<file path="src/rtl/cpu_types_pkg.sv">
`default_nettype none
// ============================================================================
//  Module   : cpu_types (package)
//  Purpose  : Shared types for the CPU memory interface: the RAM status
//             encoding, the memory arbiter state encoding and the word type.
//  Ports    : n/a (package)
//  Revision : 1.0 - initial release
// ============================================================================
package cpu_types;

   localparam int CPU_WORD_W = 32;

   typedef logic [CPU_WORD_W-1:0] word_t;

   // Status reported by the RAM model on its ramstate port.
   typedef enum logic [1:0] {
      FREE   = 2'd0,
      BUSY   = 2'd1,
      ACCESS = 2'd2,
      ERROR  = 2'd3
   } ramstate_t;

   // Memory arbiter FSM states.
   typedef enum logic [1:0] {
      IDLE   = 2'd0,
      IGRANT = 2'd1,
      DGRANT = 2'd2,
      DONE   = 2'd3
   } arb_state_t;

endpackage
`default_nettype wire

</file>
<file path="src/rtl/arb_timeout_counter.sv">
`default_nettype none
// ============================================================================
//  Module   : arb_timeout_counter
//  Purpose  : Counts stalled grant cycles and flags the cycle whose increment
//             would reach TIMEOUT, so the arbiter can abort on that same edge.
//  Ports    : clk_i  - clock
//             rst_i  - synchronous active-high reset
//             clr_i  - synchronous clear (dominates en_i)
//             en_i   - count this cycle
//             tc_o   - terminal count: en_i is high and this increment is the
//                      TIMEOUT-th one
//  Revision : 1.0 - initial release
// ============================================================================
module arb_timeout_counter #(
   parameter int TIMEOUT = 16
) (
   input  logic clk_i,
   input  logic rst_i,
   input  logic clr_i,
   input  logic en_i,
   output logic tc_o
);

   localparam int CW = $clog2(TIMEOUT + 1);

   logic [CW-1:0] cnt_q;
   logic [CW-1:0] cnt_d;

   always_comb begin
      cnt_d = cnt_q;
      if (clr_i) begin
         cnt_d = '0;
      end else if (en_i) begin
         cnt_d = cnt_q + 1'b1;
      end
   end

   always_ff @(posedge clk_i) begin
      if (rst_i) begin
         cnt_q <= '0;
      end else begin
         cnt_q <= cnt_d;
      end
   end

   // Flag on the increment that takes the count to TIMEOUT; the arbiter
   // leaves the grant state on that edge, which also clears the count.
   assign tc_o = en_i && (cnt_q == CW'(TIMEOUT - 1));

endmodule
`default_nettype wire

</file>
<file path="src/rtl/mem_arbiter.sv">
`default_nettype none
// ============================================================================
//  Module   : mem_arbiter
//  Purpose  : Responder end of the CPU memory request interface. Arbitrates
//             instruction reads and data reads/writes onto a single-ported
//             RAM and returns one-cycle ihit/dhit pulses with load data.
//  Ports    : CLK, RST           - clock, synchronous active-high reset
//             iREN, iaddr        - instruction read request / address
//             dREN, dWEN         - data read / write request
//             daddr, dstore      - data address / write value
//             ihit, iload        - instruction hit pulse / fetched word
//             dhit, dload        - data hit pulse / read word (0 on write)
//             ramREN, ramWEN     - RAM read / write enables
//             ramaddr, ramstore  - RAM address / write data
//             ramload, ramstate  - RAM read data / status
//             mem_err            - sticky error (RAM ERROR or timeout)
//  Revision : 1.0 - initial release
// ============================================================================
module mem_arbiter
   import cpu_types::*;
#(
   parameter int WORD_W  = 32,
   parameter int TIMEOUT = 16
) (
   input  logic              CLK,
   input  logic              RST,
   input  logic              iREN,
   input  logic [WORD_W-1:0] iaddr,
   input  logic              dREN,
   input  logic              dWEN,
   input  logic [WORD_W-1:0] daddr,
   input  logic [WORD_W-1:0] dstore,
   output logic              ihit,
   output logic [WORD_W-1:0] iload,
   output logic              dhit,
   output logic [WORD_W-1:0] dload,
   output logic              ramREN,
   output logic              ramWEN,
   output logic [WORD_W-1:0] ramaddr,
   output logic [WORD_W-1:0] ramstore,
   input  logic [WORD_W-1:0] ramload,
   input  logic [1:0]        ramstate,
   output logic              mem_err
);

   arb_state_t        state_q, state_d;
   logic              prio_q, prio_d;     // 1: instruction wins next tie
   logic              wen_q, wen_d;       // latched type of data grant
   logic              ihit_q, ihit_d;
   logic              dhit_q, dhit_d;
   logic [WORD_W-1:0] iload_q, iload_d;
   logic [WORD_W-1:0] dload_q, dload_d;
   logic              ramren_q, ramren_d;
   logic              ramwen_q, ramwen_d;
   logic [WORD_W-1:0] ramaddr_q, ramaddr_d;
   logic [WORD_W-1:0] ramstore_q, ramstore_d;
   logic              err_q, err_d;

   ramstate_t w_rs;
   logic      w_in_grant;
   logic      w_req_held;
   logic      w_tc;
   logic      w_cnt_clr;
   logic      w_cnt_en;
   logic      w_grant_i, w_grant_d, w_complete, w_abort, w_fail;

   assign w_rs       = ramstate_t'(ramstate);
   assign w_in_grant = (state_q == IGRANT) || (state_q == DGRANT);

   // The enable that started the current grant must still be asserted;
   // otherwise the requester has withdrawn.
   assign w_req_held = (state_q == IGRANT) ? iREN : (wen_q ? dWEN : dREN);

   // Count stalled grant cycles; clear whenever the next state is not a grant
   // so every grant starts from zero.
   assign w_cnt_en  = w_in_grant && (w_rs != ACCESS);
   assign w_cnt_clr = (state_d != IGRANT) && (state_d != DGRANT);

   arb_timeout_counter #(
      .TIMEOUT (TIMEOUT)
   ) u_timeout (
      .clk_i (CLK),
      .rst_i (RST),
      .clr_i (w_cnt_clr),
      .en_i  (w_cnt_en),
      .tc_o  (w_tc)
   );

   // ------------------------------------------------------------------
   // State register (together with the registered outputs)
   // ------------------------------------------------------------------
   always_ff @(posedge CLK) begin
      if (RST) begin
         state_q    <= IDLE;
         prio_q     <= 1'b0;
         wen_q      <= 1'b0;
         ihit_q     <= 1'b0;
         dhit_q     <= 1'b0;
         iload_q    <= '0;
         dload_q    <= '0;
         ramren_q   <= 1'b0;
         ramwen_q   <= 1'b0;
         ramaddr_q  <= '0;
         ramstore_q <= '0;
         err_q      <= 1'b0;
      end else begin
         state_q    <= state_d;
         prio_q     <= prio_d;
         wen_q      <= wen_d;
         ihit_q     <= ihit_d;
         dhit_q     <= dhit_d;
         iload_q    <= iload_d;
         dload_q    <= dload_d;
         ramren_q   <= ramren_d;
         ramwen_q   <= ramwen_d;
         ramaddr_q  <= ramaddr_d;
         ramstore_q <= ramstore_d;
         err_q      <= err_d;
      end
   end

   // ------------------------------------------------------------------
   // Next-state logic; also classifies what happens on this edge.
   // ------------------------------------------------------------------
   always_comb begin
      state_d    = state_q;
      w_grant_i  = 1'b0;
      w_grant_d  = 1'b0;
      w_complete = 1'b0;
      w_abort    = 1'b0;
      w_fail     = 1'b0;
      case (state_q)
         IDLE: begin
            // Data wins unless the instruction side holds priority and is
            // actually requesting.
            if ((dREN || dWEN) && !(prio_q && iREN)) begin
               state_d   = DGRANT;
               w_grant_d = 1'b1;
            end else if (iREN) begin
               state_d   = IGRANT;
               w_grant_i = 1'b1;
            end
         end
         IGRANT, DGRANT: begin
            if (w_rs == ERROR) begin
               state_d = DONE;
               w_fail  = 1'b1;
            end else if (!w_req_held) begin
               state_d = IDLE;
               w_abort = 1'b1;
            end else if (w_rs == ACCESS) begin
               state_d    = DONE;
               w_complete = 1'b1;
            end else if (w_tc) begin
               state_d = DONE;
               w_fail  = 1'b1;
            end
         end
         DONE:    state_d = IDLE;
         default: state_d = IDLE;
      endcase
   end

   // ------------------------------------------------------------------
   // Output logic: next values of the registered outputs.
   // ------------------------------------------------------------------
   always_comb begin
      prio_d     = prio_q;
      wen_d      = wen_q;
      ihit_d     = 1'b0;
      dhit_d     = 1'b0;
      iload_d    = iload_q;
      dload_d    = dload_q;
      ramren_d   = ramren_q;
      ramwen_d   = ramwen_q;
      ramaddr_d  = ramaddr_q;
      ramstore_d = ramstore_q;
      err_d      = err_q;

      if (w_grant_d) begin
         wen_d      = dWEN;
         ramren_d   = !dWEN;
         ramwen_d   = dWEN;
         ramaddr_d  = daddr;
         ramstore_d = dstore;
      end else if (w_grant_i) begin
         ramren_d  = 1'b1;
         ramwen_d  = 1'b0;
         ramaddr_d = iaddr;
      end

      if (w_complete || w_abort || w_fail) begin
         ramren_d = 1'b0;
         ramwen_d = 1'b0;
      end

      if (w_complete) begin
         if (state_q == IGRANT) begin
            ihit_d  = 1'b1;
            iload_d = ramload;
            prio_d  = 1'b0;
         end else begin
            dhit_d  = 1'b1;
            dload_d = wen_q ? '0 : ramload;
            prio_d  = 1'b1;
         end
      end

      if (w_fail) begin
         err_d = 1'b1;
      end
   end

   assign ihit     = ihit_q;
   assign iload    = iload_q;
   assign dhit     = dhit_q;
   assign dload    = dload_q;
   assign ramREN   = ramren_q;
   assign ramWEN   = ramwen_q;
   assign ramaddr  = ramaddr_q;
   assign ramstore = ramstore_q;
   assign mem_err  = err_q;

endmodule
`default_nettype wire

</file>
<file path="config.mk">
export PLATFORM = sky130hd
export DESIGN_NAME = mem_arbiter
export DESIGN_NICKNAME = d
export VERILOG_FILES = /design/src/rtl/cpu_types_pkg.sv /design/src/rtl/arb_timeout_counter.sv /design/src/rtl/mem_arbiter.sv
export SDC_FILE = /design/constraint.sdc
export NUM_CORES = 1
export LEC_CHECK = 0
export ABC_CLOCK_PERIOD_IN_PS = 1900
export CORE_AREA = 10 10 126 128
export CTS_CLUSTER_SIZE = 25
export DETAILED_ROUTE_END_ITERATION = 7
export DIE_AREA = 0 0 136 138
export GPL_TIMING_DRIVEN = 0
export PLACE_DENSITY = 0.78
export SYNTH_ARGS = -nofsm -noshare
export SYNTH_HDL_FRONTEND = slang
export SYNTH_SLANG_ARGS = --single-unit
</file>
<file path="constraint.sdc">
create_clock -name CLK -period 1.9 [get_ports CLK]
set_input_delay 0.38 -clock CLK [delete_from_list [all_inputs] [get_ports CLK]]
set_output_delay 0.38 -clock CLK [all_outputs]
set_load 0.005 [all_outputs]
</file>
==> impl_metrics.env, run 1 <==
export IMPL_gr_total_overflow=0
export IMPL_grt_usage=0.196
export IMPL_synthDistinctLibCells=37
export IMPL_core_rowCount=43
export IMPL_drv_slew=0
export IMPL_drtAntennaViolNets=0
export IMPL_hold_buffers=0
export IMPL_synthCells=591
export IMPL_vias=5416
export IMPL_p_leak_nw=3.30
export IMPL_grt_use_met1=0.216
export IMPL_cts_buffer_depth=2
export IMPL_grt_max_degree=17
export IMPL_tightest_slew_ns=0.620
export IMPL_min_period_ns=1.89
export IMPL_crit_required_ns=2.21
export IMPL_finalClockSkew_ns=0.0101
export IMPL_yosys_warnings=0
export IMPL_setup_tns_ns=0
export IMPL_port_buffers=265
export IMPL_multi_input_area_um2=2250
export IMPL_rsz0062_at_grt="yes"
export IMPL_vias_per_cell=5.03
export IMPL_grt_pass1_wl_um=29200
export IMPL_syn_area_per_cell_um2=8.81
export IMPL_synth_fp_nets=731
export IMPL_max_slew_margin=0.575
export IMPL_cts_root_buf="clkbuf_16"
export IMPL_setup_ws_ns=0.00625
export IMPL_place_ws_ns=-0.405
export IMPL_max_freq_mhz=528
export IMPL_dieArea_um2=18800
export IMPL_crit_start="state_q[0]$_SDFF_PP0_"
export IMPL_endpoint_kind="flop"
export IMPL_clock_latency_ns=0.42
export IMPL_status="finished clean"
export IMPL_syn_to_final_growth_pct=73.4
export IMPL_ys_seq_area_frac=0.546
export IMPL_clk_pin_slew_ns=0.06
export IMPL_max_cap_viol_count=0
export IMPL_ios=268
export IMPL_mappedNetlistArea_um2=5210
export IMPL_nFillCells=1112
export IMPL_min_from="iREN"
export IMPL_grt_busiest_layer="met2"
export IMPL_crit_fanout=8
export IMPL_ys_ff_latch=142
export IMPL_mostFrequentLayoutCell="clkdlybuf4s50_1"
export IMPL_die_h_um=138
export IMPL_num_antenna_cells=0
export IMPL_final_cell_mix="clkdlybuf4s50_1, nand2_1, dfxtp_1"
export IMPL_critical_path_class="reg2reg"
export IMPL_rrSetupSlack_ns=0.006
export IMPL_die_w_um=136
export IMPL_tritoncts="yes"
export IMPL_drt_pass1_iter_count=4
export IMPL_layout_area_seq_um2=2850
export IMPL_fin_hold_ws_ns=0.407
export IMPL_p_per_area_nw_per_um2=1000
export IMPL_place_congestion=0.819
export IMPL_drt_iter0_markers=175
export IMPL_num_nets_final=1024
export IMPL_grt_pass1_vias=5384
export IMPL_period_share=0.997
export IMPL_grt_antenna_before_repair=0
export IMPL_htreeDepth=4
export IMPL_use_met2=0.321
export IMPL_cp_arrival_ns=2.20
export IMPL_clock_sinks=142
export IMPL_drc=0
export IMPL_core_area_um2=13500
export IMPL_met3_usage=0.0953
export IMPL_wl_um=19500
export IMPL_setup_viol=0
export IMPL_start_util=0.386
export IMPL_ir_drop_mv=0.650
export IMPL_hold_viol_final=0
export IMPL_drive_above_1_share=0.109
export IMPL_min_path_type="in2reg"
export IMPL_cts_made_buffers=17
export IMPL_startpoint_type="flop"
export IMPL_r2r_start="state_q[0]$_SDFF_PP0_"
export IMPL_wl_per_cell_um=18.1
export IMPL_dp_hpwl_um=14700
## cells by family (layout without fill, tap and decap cells)
kind of cell / Yosys count / in the layout / share of synthesized area
AND/OR/NAND/NOR: 205 / 205 / 0.159
AO/OA/AOI/OAI: 182 / 182 / 0.232
flip-flops: 142 / 142 / 0.546
buffers and inverters: 53 / 359 / 0.0437
adder cells (fa/ha/maj): 5 / 5 / 0.0120
XOR/XNOR: 3 / 3 / 0.00505
multiplexers: 1 / 1 / 0.00192
## state kept, by name, indices dropped and copies added, names as in the netlist
register / cells
wen_q: 1
state_q: 2
prio_q: 1
u_timeout.cnt_q: 5
ramREN: 1
dhit: 1
ramWEN: 1
ihit: 1
ramstore: 32
iload: 32
mem_err: 1
ramaddr: 32
dload: 32
## report_power, final
group          switching (mW)  total [mW]  leakage, nW  internal [mW]
Sequential              0.125        3.35         1.16           3.22
Combinational           0.933        1.97         1.82           1.04
Clock                    1.31        3.76        0.327           2.45
Total                    2.37        9.08         3.30           6.71
## synthesized netlist by cell type
cell type | instances | area (um^2)
a22o_1 | 32 | 280
o211a_1 | 1 | 10.0
nand2_1 | 170 | 638
mux2i_1 | 1 | 10.0
ha_1 | 5 | 62.6
or2_1 | 1 | 6.26
nor3_1 | 1 | 5.00
o21ai_1 | 2 | 10.0
a21oi_2 | 1 | 8.76
nor2b_1 | 1 | 6.26
a22oi_1 | 2 | 15.0
a2bb2oi_1 | 1 | 8.76
clkbuf_1 | 26 | 97.6
dfxtp_1 | 142 | 2840
nor4_1 | 1 | 6.26
and3_1 | 3 | 18.8
a221oi_2 | 1 | 15.0
nor2b_4 | 1 | 13.8
o21a_1 | 3 | 22.5
xor2_1 | 2 | 17.5
nand2b_1 | 3 | 18.8
o2bb2ai_1 | 1 | 8.76
buf_4 | 1 | 7.51
a21oi_1 | 102 | 510
o41ai_1 | 1 | 8.76
or4_4 | 1 | 11.3
nor4_2 | 1 | 12.5
o221ai_2 | 1 | 15.0
inv_1 | 6 | 22.5
nand3b_1 | 1 | 7.51
nand3_1 | 5 | 25.0
o221ai_1 | 32 | 280
buf_2 | 20 | 100
a21boi_2 | 1 | 11.3
o21ai_0 | 1 | 5.00
nor2_1 | 16 | 60.1
xnor2_1 | 1 | 8.76
## worst max-delay path: stages (launching register included)
cell	delay [ns]
dfxtp_4	0.37
inv_4	0.05
ha_4	0.25
buf_6	0.11
nand3b_1	0.19
nor3_2	0.30
nor2_4	0.13
buf_6	0.18
a22o_1	0.21
## metal layers
| metal | wire (um) | part of all wire |
|---|---|---|
| met3 | 2330 | 0.12 |
| met1 | 7600 | 0.39 |
| met5 | 0 | 0 |
| met2 | 9260 | 0.47 |
| met4 | 325 | 0.017 |
## cell type report
| class | count | share of cell area |
|---|---|---|
| tap | 180 | 0.0249 |
| multi-input combinational | 396 | 0.250 |
| sequential | 142 | 0.315 |
| clock inverter | 12 | 0.0229 |
| buffer | 47 | 0.0303 |
| inverter | 6 | 0.00277 |
| timing repair buffer | 274 | 0.302 |
| clock buffer | 20 | 0.0517 |
## repair_timing
action	in CTS	in global routing
pin swaps	4	39
gates cloned	0	3
setup buffers	2	4
gates resized for setup	25	48
setup endpoints to repair	66	97
## through the flow
stage               cell area, um^2  utilization  cells  power, mW
CTS                            8850        0.656   1070       9.01
global placement               8090        0.599   1036       5.20
floorplan                      5210            -    591       4.19
global route                   9030        0.669   1077       9.46
finish                         9030        0.669   1077       9.08
detailed placement             8090        0.599   1036       5.22
## worst paths after layout
path / end / cells after the start
setup / recovery: dload[20]$_SDFFE_PP0P_ / 8
hold / removal: prio_q$_SDFFE_PP0N_ / 4
setup reg to reg: dload[20]$_SDFFE_PP0P_ / 8
hold reg to reg: ramaddr[30]$_SDFFE_PP0P_ / 2
No activity file was read; power rests on OpenSTA's default activity.
==> run 2: changes to the inputs <==
Settings changed: ABC_CLOCK_PERIOD_IN_PS 1900 to default.
Clock period 1.9 ns to 1.8 ns, I/O delays scaled along.
==> run 2 against run 1 <==
Compared with the run above: count of clock-buffer cells in the layout is the same; critical path type unchanged; critical path depth shrank 2; largest cell class unchanged; die area is the same; core utilization grew 0.79 points; global-route usage grew 0.55 points; maximum frequency grew 5.8%; wire length grew 2.3%; final cell count grew 0.65%; combinational power grew 7%; flip-flop and latch count is the same; register-to-register slack is essentially flat.
==> impl_metrics.env, run 2 (synthesis results as in run 1) <==
export IMPL_grt_usage=0.201
export IMPL_wl_um=20000
export IMPL_clock_sinks=142
export IMPL_clk_pin_slew_ns=0.06
export IMPL_max_slew_margin=0.585
export IMPL_max_cap_viol_count=0
export IMPL_rrSetupSlack_ns=0.01
export IMPL_wl_per_cell_um=18.4
export IMPL_rsz0062_at_grt="yes"
export IMPL_crit_required_ns=2.16
export IMPL_drv_slew=0
export IMPL_clock_latency_ns=0.42
export IMPL_gr_total_overflow=0
export IMPL_endpoint_kind="flop"
export IMPL_drt_pass1_iter_count=4
export IMPL_min_period_ns=1.79
export IMPL_nFillCells=1099
export IMPL_p_int_mw=7.10
export IMPL_p_seq_frac=0.368
export IMPL_startpoint_type="flop"
export IMPL_grt_pass1_vias=5531
export IMPL_port_buffers=265
export IMPL_cts_buffer_depth=2
export IMPL_period_share=0.994
export IMPL_grt_pass1_wl_um=29900
export IMPL_syn_to_final_growth_pct=75.5
export IMPL_num_nets_final=1031
export IMPL_vias=5493
export IMPL_ios=268
export IMPL_setup_viol=0
export IMPL_tritoncts="yes"
export IMPL_ir_drop_mv=0.684
export IMPL_final_cell_mix="clkdlybuf4s50_1, nand2_1, dfxtp_1"
export IMPL_crit_fanout=3
export IMPL_power_mw=9.61
export IMPL_hold_buffers=0
export IMPL_min_path_type="in2reg"
export IMPL_status="finished clean"
export IMPL_drc=0
export IMPL_die_h_um=138
export IMPL_cts_made_buffers=17
export IMPL_num_antenna_cells=0
export IMPL_setup_tns_ns=0
export IMPL_max_freq_mhz=559
export IMPL_drt_iter0_markers=192
export IMPL_tightest_slew_ns=0.622
export IMPL_grt_max_degree=17
export IMPL_place_congestion=0.819
export IMPL_hold_viol_final=0
export IMPL_core_area_um2=13500
export IMPL_drtAntennaViolNets=0
export IMPL_cts_root_buf="clkbuf_16"
export IMPL_critical_path_class="reg2reg"
export IMPL_core_rowCount=43
export IMPL_start_util=0.386
export IMPL_cp_arrival_ns=2.15
export IMPL_dieArea_um2=18800
export IMPL_vias_per_cell=5.07
export IMPL_htreeDepth=4
export IMPL_mostFrequentLayoutCell="clkdlybuf4s50_1"
export IMPL_dp_hpwl_um=14700
export IMPL_finalClockSkew_ns=0.00948
export IMPL_pwr_share_clk=0.413
export IMPL_drive_above_1_share=0.119
export IMPL_p_per_area_nw_per_um2=1050
export IMPL_comb_power_share=0.219
export IMPL_p_sw_frac=0.261
export IMPL_p_leak_nw=3.36
export IMPL_grt_antenna_before_repair=0
export IMPL_die_w_um=136
export IMPL_fin_hold_ws_ns=0.407
export IMPL_power_switching_mw=2.51
run 2: cell types whose count changed in the layout (fill, tap and decap cells not counted), sizes merged:
cell and change:
buf +5, clkbuf +2
run 2: worst max-delay path: stages (launching register included):
cell and delay (ns):
dfxtp_1 0.32, ha_2 0.17, and3_1 0.15, ha_2 0.20, or4_4 0.56, a21oi_4 0.17, a21boi_2 0.16
run 2: cell type report:
cell class                      count  area (um^2)  share of cell area
Clock buffer                       20          467              0.0511
Timing Repair Buffer              282         2830               0.310
Inverter                            6         25.0             0.00274
Sequential cell                   142         2850               0.311
Buffer                             46          294              0.0322
Clock inverter                     12          206              0.0226
Tap cell                          180          225              0.0246
Multi-Input combinational cell    396         2250               0.246
run 2: final timing paths:
check | start | depth (start not counted) | end
hold / removal | iREN | 4 | prio_q$_SDFFE_PP0N_
setup / recovery | u_timeout.cnt_q[1]$_SDFFE_PP0P_ | 6 | ramWEN$_SDFFE_PP0P_
hold reg to reg | ramaddr[30]$_SDFFE_PP0P_ | 2 | ramaddr[30]$_SDFFE_PP0P_
setup reg to reg | u_timeout.cnt_q[1]$_SDFFE_PP0P_ | 6 | ramWEN$_SDFFE_PP0P_
run 2: layer usage:
metal  track usage  vias to the layer above  part of all wire
li1              -                     2664                 -
met1         0.219                     2537              0.39
met5             0                        -                 0
met2         0.332                      257              0.48
met4        0.0740                        0             0.019
met3        0.0953                       35              0.11
run 2: power groups by stage:
stage               sequential (mW)  clock, mW  combinational [mW]
floorplan                      3.61          0               0.805
global placement               3.59          0                1.90
detailed placement             3.60          0                1.91
CTS                            3.53       4.01                2.08
global route                   3.56       4.16                2.29
finish                         3.53       3.98                2.11
run 2: stage by stage:
step | util | worst slack (ns) | area (um^2) | std cells
finish | 0.677 | 0.00991 | 9140 | 1084
global route | 0.677 | -0.140 | 9140 | 1084
CTS | 0.670 | 0.0000722 | 9040 | 1083
detailed placement | 0.599 | -0.485 | 8090 | 1036
global placement | 0.599 | -0.508 | 8090 | 1036
floorplan | - | 0.0269 | 5210 | 591
run 2: what timing repair did:
action | in CTS | in global routing
gates resized for setup | 50 | 32
endpoints found under the setup margin | 81 | 128
setup buffers | 12 | 1
gates cloned | 3 | 1
pin swaps | 22 | 4
